**config.mk**
```make
export PLATFORM = sky130hd
export DESIGN_NAME = clip_timer_addr_gen
export DESIGN_NICKNAME = d
export VERILOG_FILES = /design/src/rtl/clip_timer_addr_gen.sv
export SDC_FILE = /design/constraint.sdc
export NUM_CORES = 1
export LEC_CHECK = 0
export ABC_CLOCK_PERIOD_IN_PS = 2950
export CAP_MARGIN = 20
export CORE_ASPECT_RATIO = 1.2
export CORE_MARGIN = 1
export CORE_UTILIZATION = 30
export DETAILED_ROUTE_END_ITERATION = 8
export GPL_ROUTABILITY_DRIVEN = 0
export MAX_ROUTING_LAYER = met4
export SLEW_MARGIN = 10
export SYNTH_ARGS = -nofsm -noshare
export SYNTH_HDL_FRONTEND = slang
export SYNTH_SLANG_ARGS = --single-unit
```
**constraint.sdc**
```tcl
create_clock -name clock -period 2.95 [get_ports clock]
set_input_delay 0.59 -clock clock [delete_from_list [all_inputs] [get_ports clock]]
set_output_delay 0.59 -clock clock [all_outputs]
set_load 0.02 [all_outputs]
```
**src/rtl/clip_timer_addr_gen.sv**
```systemverilog
// Clip timer and clip-memory address generator.
// A clip starts when timer rises while IDLE: the block/write selection is
// latched, and samples are paced every CLKS_PER_SAMPLE clocks. Each sample slot
// produces one strobe with its address. seconds2 pulses once after the last
// sample. The clip aborts at once if timer drops.
module clip_timer_addr_gen #(
  parameter int unsigned CLKS_PER_SAMPLE  = 12500,
  parameter int unsigned SAMPLES_PER_CLIP = 16000,
  parameter int unsigned OFFSET_W         = 14
) (
  input  logic                clock,
  input  logic                reset,
  input  logic                timer,
  input  logic [1:0]          memoryselect_clip_1,
  output logic                seconds2,
  output logic                sample_strobe,
  output logic [OFFSET_W:0]   mem_addr,
  output logic                mem_we,
  output logic                busy
);

  localparam int unsigned PRESC_W = (CLKS_PER_SAMPLE > 1) ? $clog2(CLKS_PER_SAMPLE) : 1;
  localparam logic [PRESC_W-1:0]  PRESC_LAST = PRESC_W'(CLKS_PER_SAMPLE - 1);
  localparam logic [OFFSET_W-1:0] OFF_LAST   = OFFSET_W'(SAMPLES_PER_CLIP - 1);

  typedef enum logic [1:0] {
    S_IDLE = 2'd0,
    S_RUN  = 2'd1,
    S_DONE = 2'd2
  } state_t;

  state_t                state_q, state_d;
  logic [PRESC_W-1:0]    presc_q, presc_d;
  logic [OFFSET_W-1:0]   offset_q, offset_d;
  logic                  blk_q, blk_d;
  logic                  wr_q, wr_d;
  logic                  strobe_q, strobe_d;
  logic                  sec2_q, sec2_d;
  logic                  we_q, we_d;
  logic                  busy_q, busy_d;
  logic [OFFSET_W:0]     addr_q, addr_d;

  // State and registered outputs; reset clears everything immediately.
  always_ff @(posedge clock or posedge reset) begin
    if (reset) begin
      state_q  <= S_IDLE;
      presc_q  <= '0;
      offset_q <= '0;
      blk_q    <= 1'b0;
      wr_q     <= 1'b0;
      strobe_q <= 1'b0;
      sec2_q   <= 1'b0;
      we_q     <= 1'b0;
      busy_q   <= 1'b0;
      addr_q   <= '0;
    end else begin
      state_q  <= state_d;
      presc_q  <= presc_d;
      offset_q <= offset_d;
      blk_q    <= blk_d;
      wr_q     <= wr_d;
      strobe_q <= strobe_d;
      sec2_q   <= sec2_d;
      we_q     <= we_d;
      busy_q   <= busy_d;
      addr_q   <= addr_d;
    end
  end

  // Next-state logic, sample pacing and output generation.
  always_comb begin
    state_d  = state_q;
    presc_d  = presc_q;
    offset_d = offset_q;
    blk_d    = blk_q;
    wr_d     = wr_q;
    strobe_d = 1'b0;
    sec2_d   = 1'b0;
    we_d     = 1'b0;
    addr_d   = addr_q;

    unique case (state_q)
      S_IDLE: begin
        if (timer) begin
          blk_d    = memoryselect_clip_1[1];
          wr_d     = memoryselect_clip_1[0];
          presc_d  = '0;
          offset_d = '0;
          state_d  = S_RUN;
        end
      end
      S_RUN: begin
        if (!timer) begin
          // Abort takes priority, even over completion on the last strobe.
          state_d = S_IDLE;
        end else begin
          // A strobe cycle never coincides with the prescaler's last count
          // (CLKS_PER_SAMPLE >= 2), so offset_q is stable when a strobe is
          // issued.
          if (strobe_q) begin
            if (offset_q == OFF_LAST) begin
              state_d = S_DONE;
              sec2_d  = 1'b1;
            end else begin
              offset_d = offset_q + 1'b1;
            end
          end
          if (presc_q == PRESC_LAST) begin
            presc_d  = '0;
            strobe_d = 1'b1;
            we_d     = wr_q;
            addr_d   = {blk_q, offset_q};
          end else begin
            presc_d = presc_q + 1'b1;
          end
        end
      end
      S_DONE: begin
        if (!timer) state_d = S_IDLE;
      end
      default: state_d = S_IDLE;
    endcase

    busy_d = (state_d == S_RUN);
  end

  assign seconds2      = sec2_q;
  assign sample_strobe = strobe_q;
  assign mem_addr      = addr_q;
  assign mem_we        = we_q;
  assign busy          = busy_q;

endmodule

```
# [After elaboration in Yosys (flattened, before gate mapping)]
# Index checks and enable logic that the tools add are counted.
[totals] ff_bits=51 latchBits=0 mem_bits_rw=0 romBits=0 inputBits=5 out_inout_bits=19 mem_count=0
[classes] add_sub_neg=2 n_mul=0 div_mod_pow=0 magnitude_cmp=0 n_eq_ne=9 n_shift=0 muxes=24 bitwise_logic=0 n_reduce_logical=6
[op_table] cell="$mux 14" count=6
[op_table] cell="$pmux 14 s2" count=2
[op_table] cell="$add 14x1->14 const B" count=2
[op_table] cell="$eq 14x14->1 const B" count=2
[op_table] cell="$mux 1" count=10
[op_table] cell="$mux 2" count=5
[op_table] cell="$ne 2x2->1 const B" count=4
[op_table] cell="$pmux 2 s3" count=1
[op_table] cell="$reduce_and 3->1" count=2
[op_table] cell="$reduce_and 5->1" count=1
[op_table] cell="$eq 2x1->1 const B" count=2
[op_table] cell="$eq 2x2->1 const B" count=1
[op_table] cell="$logic_not 2->1" count=1
[op_table] cell="$reduce_and 2->1" count=1
[op_table] cell="$reduce_bool 2->1" count=1

# [Logic depth before layout (Yosys ltp)]
# Gate-level depths: netlist (run 1).
[logic_depth] word_depth=6 depth_mapped=6 depth_no_buf=5

# [Worst setup path after synthesis (run 1)]
# No wires, ideal clock.
[synth_timing] kind="register to register" startpoint="register presc_q[0]" endpoint="register addr_q[0], in the netlist mem_addr[0]" setup_time_ns=0.125 t_arrival_ns=1.764 required_time_ns=2.825 slack_ns=1.061 path_stages_with_launch=7 synth_period_minus_slack_ns=1.889 path_cell_list="dfrtp_1 ha_1 nor4b_2 nand4b_2 nor2_4 buf_4 mux2_2"
[synth_between] elab_chain_len=2
[synth_lines] item="from (decl)" line_no="33" text="logic [PRESC_W-1:0] presc_q, presc_d;"
[synth_lines] item="from (signal assigned)" line_no="58" text="presc_q <= presc_d;"
[synth_lines] item="$eq 14x14->1" line_no="108" text="if (presc_q == PRESC_LAST) begin"
[synth_lines] item="$reduce_and 3->1 (no line)"
[synth_lines] item="to (signal assigned)" line_no="66" text="addr_q <= addr_d;"
[synth_lines] item="to (decl)" line_no="41" text="logic [OFFSET_W:0] addr_q, addr_d;"
# No other way between the ends.
# A chain may end at the register's enable or synchronous reset.

# [Final worst setup path (run 1)]
[layout_timing] startpoint="input timer" endpoint="register offset_q[13]"
[layout_between] elab_chain_len=2
[layout_lines] item="from (decl)" line_no="13" text="input logic timer,"
[layout_lines] item="$ne 2x2->1 (no line)"
[layout_lines] item="$reduce_and 5->1 (no line) *"
[layout_lines] item="to (signal assigned)" line_no="59" text="offset_q <= offset_d;"
[layout_lines] item="to (decl)" line_no="34" text="logic [OFFSET_W-1:0] offset_q, offset_d;"
# Every way passes the cells marked *; elsewhere a longest branch is shown, timed or not.

==> metrics.txt, run 1 <==
worst vdd ir 0.162 mV; largest family of logic cells by synthesized area simple AND/OR/NAND/NOR gates; number of global-route vias before repair 1902; critical path class in2reg; area grow syn2layout 18.4%; Filler Cell Count 768; CP required approximately 3.2 ns; drt total wl approximately 5400 um; vias per inst ~5.4; Final TNS setup 0 ns; post-synthesis simple-gate area fraction 24.2%; fmax 433 MHz; cells on worst reg2reg path 4; clk buf depth 2; Slew @ Worst Pin 0.775 ns; worst hold path class reg2reg; Pre-Repair DR Iteration Count 7; largest net degree at the start of global routing 52; Setup crit end kind flip-flop; Syn Area/Cell 10.5 um2; PostCTS Resize Cnt 0; post-DP HPWL 3590 um; mux cell area share after synthesis 6.85%; Distinct cells, synth 45; global-route wire length before repair ~9100 um; syn_nets 241; Cell Area, Placed 0.00282 mm2; Synth Instances roughly 230; die height a little over 100 um; design area 0.00292 mm2; Die ar. 0.00859 mm2; sequential group share of total power between 50% and 60%; async set or reset register ratio after synthesis 100%; crit share post-route 78.2%; Sw Ratio 22.8%; XOR/XNOR Fraction of Synth Area less than 1%; # clock sinks just over 50; final std cells w/o fill 354; Post-Synth Adder-Cell Area 1.01%; slowest CP cell clkdlybuf4s50_1; Yosys Warn Count 0; DR WL/cell 15.1 um; Max-Cap Viols 0; most frequent cells in the layout dfrtp_1, nand2_1, clkdlybuf4s50_1; CTS tree built; Logic pwr share under 10%; FF+latch count, synth 51; Cell Chain, Critical Path clkdlybuf4s50_1, and3b_1, nand4_1, or4_1, a21oi_1; sequential share of the synthesized area 51.8%; outcome completed; number of placement rows 35; ratio of cells with drive above 1 in the final layout 13.7%; skew final between 0.004 and 0.005 ns; CORE AREA 0.00784 mm2; Placed Cells between 300 and 400; Leak 0.00123 uW; GRT Residual Overflow 0; # port buffers 23; complex-gate fraction of the synthesized area around 13%; Die X 84.8 um; Critical Path Start Type input pin; Hold Path Cell Cnt 2; number of synthesized flops with an enable pin 0; post-route minimum period about 2.3 ns; Worst Path Max Fanout 12; Pint 950 uW; Initial Util 31.5%; P_sw 280 uW; Top FF cell, synth dfrtp_1; RSZ-0062 raised after global routing false; Post-DRT Antenna Nets 0; IO Pins 24; Syn Std Cell Area 0.00247 mm2; Final Setup Violations 0; DRC viols 0; Hold Fails Final Rpt 0; Via Count 1923; DR iter-0 viols 151; post-CTS setup buffers 0; commonest non-fill, non-tap cell in the layout dfrtp_1; H-Tree Depth 2; ANT cells 0; Clock Power Share approximately 36%; final net count 268; initial antenna violation count 0; Rel. slew slack between 40% and 50%; Max Slew Vio Count 0; Pwr Density 421 mW/mm2; root buffer cell clkbuf_8; CP max stage delay about 0.60 ns; Hold-fix buffers, CTS 0; GR Util All Layers about 14%; Clk Latency, worst-skew pair 0.30 ns; total CTS buffers 5; clock-pin slew on the worst setup and hold paths 0.09 ns; CP arrival about 2.5 ns
## Yosys cell counts (3+ instances only)
cell / n / share of area (%)
nor2_1: 4 / 0.61
a21oi_1: 14 / 2.8
and4_1: 3 / 1.1
inv_1: 7 / 1.1
or4_1: 6 / 1.8
a31oi_1: 10 / 2.5
o31ai_1: 6 / 1.8
and2_1: 5 / 1.3
nand4_1: 10 / 2.5
nand2_1: 27 / 4.1
mux2_2: 15 / 6.8
o21ai_0: 13 / 2.6
dfrtp_1: 51 / 52
or3_1: 7 / 1.8
and3_1: 3 / 0.76
nor3_1: 3 / 0.61
nand3_1: 9 / 1.8
nor2b_1: 3 / 0.76
clkbuf_1: 5 / 0.76
## power groups by stage
stage | combinational, uW | sequential (uW) | clock, uW
2_1_floorplan | 41.4 | 736 | 0
3_3_place_gp | 67.3 | 739 | 0
3_5_place_dp | 68.5 | 739 | 0
4_1_cts | 68.8 | 725 | 461
5_1_grt | 77.2 | 727 | 482
6_report | 66.7 | 725 | 438
## layout make-up
class,count,area [um2],area share [%]
tap,92,115,3.94
multi-input combinational,168,1120,38.4
inverter,7,26.3,0.900
timing repair buffer,28,280,9.60
sequential,51,1280,43.7
clock buffer,8,100,3.43
## cell families (layout without fill, tap and decap cells)
logic type / count (synthesis) / in the layout
AND/OR/NAND/NOR: 97 / 97
AO/OA/AOI/OAI: 52 / 52
flip-flops: 51 / 51
multiplexers: 15 / 15
buffers and inverters: 15 / 43
adder cells (fa/ha/maj): 2 / 2
XOR/XNOR: 2 / 2
## per-stage QoR
stage	power (uW)	hold WS, ns	util, %	setup slack, ns
after CTS	1260	0.488	37.2	0.665
after floorplan	777	0.437	-	1.06
after global routing	1290	0.497	37.2	0.545
after global placement	806	0.453	36.0	0.401
after detailed placement	808	0.466	36.0	0.354
final	1230	0.482	37.2	0.643
## critical path, delay by kind of cell
kind	cells	cell delay, ns
compound gates	1	0.15
buf+inv	1	0.60
simple gates	3	1.20
## final timing paths
check | startpoint | endpoint | slack (ns)
setup reg to reg | offset_q[7]$_DFFE_PP0P_ | offset_q[3]$_DFFE_PP0P_ | 0.88
setup / recovery | timer | offset_q[13]$_DFFE_PP0P_ | 0.64
min in group asynchronous | reset | mem_we$_DFF_PP0_ | 0.64
hold reg to reg | blk_q$_DFFE_PP0P_ | blk_q$_DFFE_PP0P_ | 0.48
hold / removal | blk_q$_DFFE_PP0P_ | blk_q$_DFFE_PP0P_ | 0.48
max in group asynchronous | reset | mem_addr[13]$_DFFE_PP0P_ | 2.07
## registers in the layout (all words and copies together), names as in the netlist
| register | cells |
|---|---|
| seconds2 | 1 |
| mem_addr | 15 |
| offset_q | 14 |
| presc_q | 14 |
| busy | 1 |
| mem_we | 1 |
| state_q | 2 |
| blk_q | 1 |
| wr_q | 1 |
| sample_strobe | 1 |
## routing by layer
metal / wire length [um] / global-route usage (%) / up-vias
li1: - / - / 928
met1: 2440 / 16.7 / 954
met2: 2670 / 23.5 / 33
met3: 181 / 3.02 / 8
met4: 72 / 3.52 / 0
met5: 0 / - / -
Power figures use the tool's default switching activity.
==> run 2, diff against run 1 <==
--- a/config.mk
+++ b/config.mk
@@ -5,7 +5,7 @@
 export SDC_FILE = /design/constraint.sdc
 export NUM_CORES = 1
 export LEC_CHECK = 0
-export ABC_CLOCK_PERIOD_IN_PS = 2950
+export ABC_CLOCK_PERIOD_IN_PS = 2300
 export CAP_MARGIN = 20
 export CORE_ASPECT_RATIO = 1.2
 export CORE_MARGIN = 1
==> constraint.sdc (replaced) <==
create_clock -name clock -period 2.3 [get_ports clock]
set_input_delay 0.46 -clock clock [delete_from_list [all_inputs] [get_ports clock]]
set_output_delay 0.46 -clock clock [all_outputs]
set_load 0.02 [all_outputs]
==> run 2 against run 1 <==
The run now ends with DRC left. Final cell count up 1.7%. Critical path depth up 1. Design area increased by 2.6%. Worst hold slack got worse by 0.010 ns. Power is 36% higher. Clock power rose by 50%. Die area stayed put. Utilization is 0.96 points higher. Clock skew up 0.0063 ns. First-iteration DRC count fell by 63%. Sequential power up 28%. Flip-flop and latch count is the same. Largest cell class unchanged. Highest routed layer unchanged.
==> metrics.txt, run 2 (synthesis results as in run 1) <==
Clk Latency, worst-skew pair around 0.3 ns; routed length on met1 2530 um; terminus of the critical flop-to-flop path mem_addr[4]$_DFFE_PP0P_; ANT cells 0; Worst Path Max Fanout 17; post-DP HPWL approximately 3800 um; Final TNS setup 0 ns; Max Slew Vio Count 0; DR WL/cell approximately 15 um; RSZ-0062 raised after global routing false; Largest register FFs 15; Hold Path Cell Cnt 2; drt total wl between 5000 and 6000 um; Leak 0.00128 uW; initial antenna violation count 0; Worst Hold Launch wr_q$_DFFE_PP0P_; met3 WL 115 um; Initial Util a little under a third; clk buf depth 2; largest net degree at the start of global routing 26; # port buffers 23; post-route minimum period between 1.5 and 2 ns; area grow syn2layout 21.4%; number of global-route vias before repair 1859; root buffer cell clkbuf_8; Final Setup Violations 0; Rel. slew slack 66.6%; Critical Path Start Type flip-flop; number of placement rows 35; H-Tree Depth 2; cells on worst reg2reg path 6; # clock sinks between 50 and 60; RR Startpoint presc_q[0]$_DFFE_PP0P_; outcome finished, violations left; Pre-Repair DR Iteration Count 6; worst vdd ir 0.218 mV; clock-pin slew on the worst setup and hold paths 0.09 ns; Min-Delay Endpoint wr_q$_DFFE_PP0P_; total CTS buffers 5; failing checks DRC; DR iter-0 viols between 50 and 60; CORE AREA a little under 0.008 mm2; Post-DRT Antenna Nets 0; Setup crit end kind flip-flop; Hold Fails Final Rpt 0; top layer in use met4; ratio of cells with drive above 1 in the final layout 16.0%; global-route wire length before repair just over 9000 um; final net count 274; post-CTS setup buffers 0; CTS tree built; Max-Cap Viols 0; CP arrival ~2.2 ns; commonest non-fill, non-tap cell in the layout dfrtp_1; Via Count 1921; skew final 0.0104 ns; Hold-fix buffers, CTS 0; Core Util, Final about two fifths; PostCTS Resize Cnt 0; Die X roughly 85 um; met2 WL 2620 um; most frequent cells in the layout dfrtp_1, nand2_1, clkdlybuf4s50_1; DRC viols 1; Slew @ Worst Pin 0.502 ns; GR Util All Layers 13.6%; worst hold path class reg2reg; GRT Residual Overflow 0; critical path class reg2reg; CP required 2.49 ns; Pwr Density around 560 mW/mm2; R2R setup slack approximately 0.32 ns; vias per inst 5.34; die height 101 um; fmax between 500 and 600 MHz; crit share post-route 86.0%; Die ar. 0.00859 mm2; IO Pins 24
[run 2: cell types whose count changed in the layout (fill, tap and decap cells not counted), sizes merged]
cell / before / now
buf: 5 / 11
clkbuf: 8 / 6
bufinv: 0 / 1
clkinv: 0 / 1
[run 2: metrics by stage]
stage	worst slack (ns)	total power, uW	instance area (um2)	hold WS, ns	cells
floorplan	0.411	997	2470	0.437	234
global placement	0.151	1040	2880	0.453	352
detailed placement	0.155	1040	2880	0.458	352
CTS	0.317	1690	2990	0.480	360
global route	0.186	1740	2990	0.507	360
finish	0.321	1680	2990	0.472	360
[run 2: routing by layer]
layer | up-vias | global-route usage, %
li1 | 937 | -
met1 | 956 | 16.9
met2 | 21 | 22.8
met3 | 7 | 2.28
met4 | 0 | 4.17
met5 | - | -
[run 2: worst max-delay path, stage by stage, from the launching register on]
cell	delay (ns)
dfrtp_1	0.41
ha_1	0.27
nor4b_2	0.26
nand4b_2	0.25
nor2_4	0.16
buf_12	0.16
mux2_2	0.34
[run 2: final cells by class]
class,instances,area (um2)
multi-input cells,168,1120
inverters,7,26.3
well taps,92,115
repair buffers,34,338
clock buffers,6,82.6
clock inverters,2,35.0
flip-flops and latches,51,1280
fillers,780,4840
[run 2: how the worst max path moves through the flow]
stage,from,endpoint,slack [ns]
after floorplan,presc_q[0]$_DFFE_PP0P_,mem_addr[0]$_DFFE_PP0P_,0.41
after global routing,presc_q[0]$_DFFE_PP0P_,mem_addr[14]$_DFFE_PP0P_,0.19
final,presc_q[0]$_DFFE_PP0P_,mem_addr[4]$_DFFE_PP0P_,0.32
after detailed placement,timer,offset_q[13]$_DFFE_PP0P_,0.15
after CTS,presc_q[0]$_DFFE_PP0P_,mem_addr[4]$_DFFE_PP0P_,0.32
after global placement,timer,offset_q[9]$_DFFE_PP0P_,0.15
[run 2: report_power, final]
part           internal, uW  switching (uW)
combinational          33.5            54.3
sequential              911            18.4
clock                   353             306
==> patch 1: new RTL, config.mk and constraints of run 1 <==
Register the output `mem_we` once more; this adds one clock of latency there. The other outputs are not delayed to match.
--- a/src/rtl/clip_timer_addr_gen.sv
+++ b/src/rtl/clip_timer_addr_gen.sv
@@ -127,7 +127,9 @@
   assign seconds2      = sec2_q;
   assign sample_strobe = strobe_q;
   assign mem_addr      = addr_q;
-  assign mem_we        = we_q;
+  always_ff @(posedge clock) begin
+    mem_we <= we_q;
+  end
   assign busy          = busy_q;
 
 endmodule
Check against the original RTL: same outputs for any inputs over 10 cycles, from zero or initial values and one cycle with reset high; that may be too few to reach the edited logic, so the function may still have changed.
==> patch 1 against run 1 <==
Clock skew is 0.0014 ns higher; cell area is 0.56% higher; worst setup slack worse by 0.012 ns; wire length is 1.0% higher; clock power is 3% lower; total power hardly changed; via count is 1.2% higher; first-iteration DRC count is 60% lower; synthesized area is 0.81% higher; sequential cell count is 1 higher; worst hold slack worse by 0.13 ns; highest routed layer unchanged.
==> patch 1: results (changes against run 1) <==
| Metric | Value |
|---|---|
| Fraction of met3 tracks used by global routing | 2.44% (-0.57 points) |
| Max FFs per register | 15 (unchanged) |
| Result of the run | finished clean |
| Synthesized Nets | 242 (+0.41%) |
| Clock Buffer Count | 6 (-2) |
| Least setup slack across all paths after layout | 0.631 ns (-0.0120 ns) |
| Nets@finish | 269 (+0.37%) |
| Sequential element share of the synthesized area | 52.1% (+0.39 points) |
| Critical Path AT | 2.56 ns (+0.02 ns) |
| Standby leakage power | 1.24 nW (+0.61%) |
| Reg area | 0.00130 sq mm (+1.6%) |
| Clock sink count | 52 (+2.0%) |
| Worst VDD drop | 0.163 mV (+0.51%) |
| Setup Fix Bufs, Post-CTS | 0 (unchanged) |
| Clock tree root driver cell | clkbuf_8 |
| Maximum number of pins on one net before global-route repair | 28 (-46%) |
| Clock-pin slew on the worst setup and hold paths | 0.10 ns |
| Global-route wire length before repair | 9.19 mm (+1.1%) |
| Worst setup slack before clock tree synthesis | 0.331 ns (-0.0225 ns) |
| Worst slew margin | 49.1% (+1.2 points) |
| Multi-input logic portion of the cell area | 38.2% (-0.21 points) |
| Number of unique standard cell types used by synthesis | 46 (+2.2%) |
| Worst setup skew after layout | 0.00547 ns (+0.00141 ns) |
| Filler Cell Count | 789 (+2.7%) |
| Total length of routed wires | 5.41 mm (+1.0%) |
| Met1 Resource Use GR | 16.5% (-0.16 points) |
| Detailed placement HPWL | 3.74 mm (+4.1%) |
| Met2 track utilization from global routing | 23.8% (+0.31 points) |
| Reg2Reg Setup Slack | 0.85 ns (-0.03 ns) |
| First-pass DRT Iterations | 4 (-3) |
| Clock-cell share of area | 3.15% (-0.27 points) |
| Number of DRC markers in iteration 0 | 60 (-60%) |
| Non-clock buffer contribution to total cell area | 9.55% (-0.053 points) |
| Share of post-route cells with drive strength above 1 | 14.1% (+0.33 points) |
| Final hold slack | 0.348 ns (-0.135 ns) |
| Proportion of register bits with asynchronous set or reset after synthesis | 98.1% (-1.9 points) |
| Vias | 1947 (+1.2%) |
## patch 1: cell count changes after synthesis
cell	change
dfxtp_1	+1
## patch 1: kinds of logic (layout without fill, tap and decap cells)
family,Yosys count,in the layout,share of synthesized area (%)
AND/OR/NAND/NOR,97,97,24.0
AO/OA/AOI/OAI,52,52,12.6
flip-flops,52,52,52.1
multiplexers,15,15,6.79
buffers and inverters,15,43,2.77
adder cells (fa/ha/maj),2,2,1.01
XOR/XNOR,2,2,0.705
## patch 1: critical path, delay by kind of cell
kind / cells / cell delay [ns]
AND/OR/NAND/NOR: 3 / 1.20
AO/OA/AOI/OAI: 1 / 0.15
buffers and inverters: 1 / 0.61
## patch 1: final timing paths
kind / to / cells past startpoint / start
max in group asynchronous: offset_q[7] / 3 / reset
worst max-delay path: offset_q[13] / 5 / timer
worst min register to register: mem_we / 0 / we_q
worst max register to register: mem_addr[2] / 5 / presc_q[0]
worst min-delay path: mem_we / 0 / we_q
min in group asynchronous: presc_q[0] / 2 / reset
## patch 1: report_power, final
part           switching (W)  internal, W
sequential         0.0000151     0.000724
clock               0.000236     0.000188
combinational      0.0000419    0.0000244
total               0.000293     0.000936
## patch 1: per-layer routing
metal	wire length (um)	part of all wire (%)	vias up
li1	-	-	929
met1	2490	46	974
met2	2680	50	39
met3	171	3.2	5
met4	72	1.3	0
met5	0	0	-
## patch 1: metrics by stage
stage / instances / instance area [sq um] / util (%)
after detailed placement: 350 / 2840 / 35.3
after CTS: 358 / 2940 / 36.4
after floorplan: 235 / 2490 / -
final: 358 / 2940 / 36.4
after global routing: 358 / 2940 / 36.4
after global placement: 350 / 2840 / 35.3
==> patch 2: new RTL, flow settings as in run 1 <==
Without the edit above. Change the parameter `OFFSET_W` from 14 to 12.
--- a/src/rtl/clip_timer_addr_gen.sv
+++ b/src/rtl/clip_timer_addr_gen.sv
@@ -6,7 +6,7 @@
 module clip_timer_addr_gen #(
   parameter int unsigned CLKS_PER_SAMPLE  = 12500,
   parameter int unsigned SAMPLES_PER_CLIP = 16000,
-  parameter int unsigned OFFSET_W         = 14
+  parameter int unsigned OFFSET_W         = 12
 ) (
   input  logic                clock,
   input  logic                reset,
Ports: changed (resized mem_addr); port bits go from 24 to 22. The function was not compared with the original's and may differ.
==> patch 2 against run 1 <==
Global-route usage down 0.74 points; total power down 5.9%; sequential cell count down 4; clock power down 13%; wire length down 17%; synthesized cell count down 12%; die area down 9.1%; count of clock-buffer cells in the layout down 3; worst setup slack better by 0.043 ns; via count down 15%; synthesized area down 9.3%; cell area down 9.2%; largest cell class unchanged; highest routed layer unchanged.
==> patch 2: results (changes against run 1) <==
| Metric | Value |
|---|---|
| Number of unique standard cell types used by synthesis | 41 (-8.9%) |
| Reg2Reg Setup Slack | 0.69 ns (-0.19 ns) |
| Post-synthesis adder-cell area fraction | 1.12% (+0.10 points) |
| Yosys warns | 0 (unchanged) |
| Met1 Resource Use GR | 14.9% (-1.8 points) |
| Worst Min Path Start | wr_q |
| Global-route wire length before repair | 7.51 mm (-17%) |
| XOR/XNOR share of the synthesized area | 3.92% (+3.2 points) |
| Worst slew margin | 43.0% (-4.9 points) |
| Total length of routed wires | 4.42 mm (-17%) |
| Critical register-to-register path startpoint | presc_q[2] |
| Average size of a mapped cell | 10.9 sq um (+3.0%) |
| Result of the run | finished clean |
| Setup crit start kind | flop |
| Number of DRC markers in iteration 0 | 97 (-36%) |
| Sequential element share of the synthesized area | 52.6% (+0.85 points) |
| Depth of the most critical reg-to-reg path | 5 (+1) |
| Final hold slack | 0.493 ns (+0.0108 ns) |
| Share of the synthesized area in compound gates (AO/OA/AOI/OAI) | 8.73% (-4.0 points) |
| Count of buffers from port buffering | 21 (-8.7%) |
| Standby leakage power | 1.08 nW (-13%) |
| Cell total after placement | 317 (-8.4%) |
| Length of routed met3 wiring | 112 um (-38%) |
| Synthesized Nets | 213 (-12%) |
| Power Dens Cells | 437 mW/mm^2 (+3.6%) |
| Total GRT Usage | 13.1% (-0.74 points) |
| Maximum buffer depth of the clock tree | 2 (unchanged) |
| Maximum net fanout on the critical path | 13 (+1) |
| Sum of negative setup slack | 0 ns (unchanged) |
| Metal2 WL | 2.24 mm (-16%) |
| Top cells by count, synth | 47 x dfrtp_1, 19 x nand2_1, 15 x mux2_2 |
| Share of synthesized area spent on multiplexers | 7.55% (+0.71 points) |
| Endpoint with the worst hold slack | wr_q |
| Filler Cell Count | 746 (-2.9%) |
| Final cell count without fillers | 325 (-8.2%) |
| Met2 track utilization from global routing | 22.3% (-1.2 points) |
| Cells taking the most area after synthesis | dfrtp_1 53%, mux2_2 7.6%, nand2_1 3.2%, xnor2_1 2.7%, a21oi_1 2.5% |
| Fin crit share | 76.8% (-1.4 points) |
| Detailed placement HPWL | 3.11 mm (-13%) |
| Nets@finish | 241 (-10%) |
| Hold Crit Class | flop to flop |
| Total cell area at the placement stage | 0.00256 sq mm (-9.1%) |
| Max FFs per register | 14 (-1) |
| Met1 WL | 2.00 mm (-18%) |
| Worst setup skew after layout | 0.00942 ns (+0.00536 ns) |
| Maximum number of pins on one net before global-route repair | 26 (-50%) |
| First-pass DRT Iterations | 4 (-3) |
| R2R Path End | mem_addr[8] |
| Vias | 1625 (-15%) |
| Worst VDD drop | 0.234 mV (+44%) |
| Type of element capturing the critical path | flop |
## patch 2: final cells by class
cell class              instances  area share (%)
clock buffers                   5            2.60
clock inverters                 3           0.755
inverters                      10            1.42
multi-input cells             143            37.0
flip-flops and latches         47            44.4
well taps                      90            4.25
repair buffers                 27            9.63
## patch 2: cells by family (layout without fill, tap and decap cells)
| kind of cell | Yosys count | after routing |
|---|---|---|
| compound gates | 29 | 29 |
| xor+xnor | 10 | 10 |
| fa+ha+maj | 2 | 2 |
| buf+inv | 16 | 45 |
| flops | 47 | 47 |
| mux | 15 | 15 |
| simple gates | 87 | 87 |
## patch 2: worst max-delay path: stages (launching register included)
cell and delay (ns):
dfrtp_1 0.46, or4_4 0.57, nor4_1 0.31, and4_1 0.23, buf_4 0.22, mux2_2 0.35
## patch 2: power breakdown
group	internal, W	switching (W)	total [W]	leakage [nW]
Clock	0.000165	0.000217	0.000382	0.0402
Sequential	0.000664	0.0000261	0.000690	0.644
Combinational	0.0000365	0.0000488	0.0000853	0.391
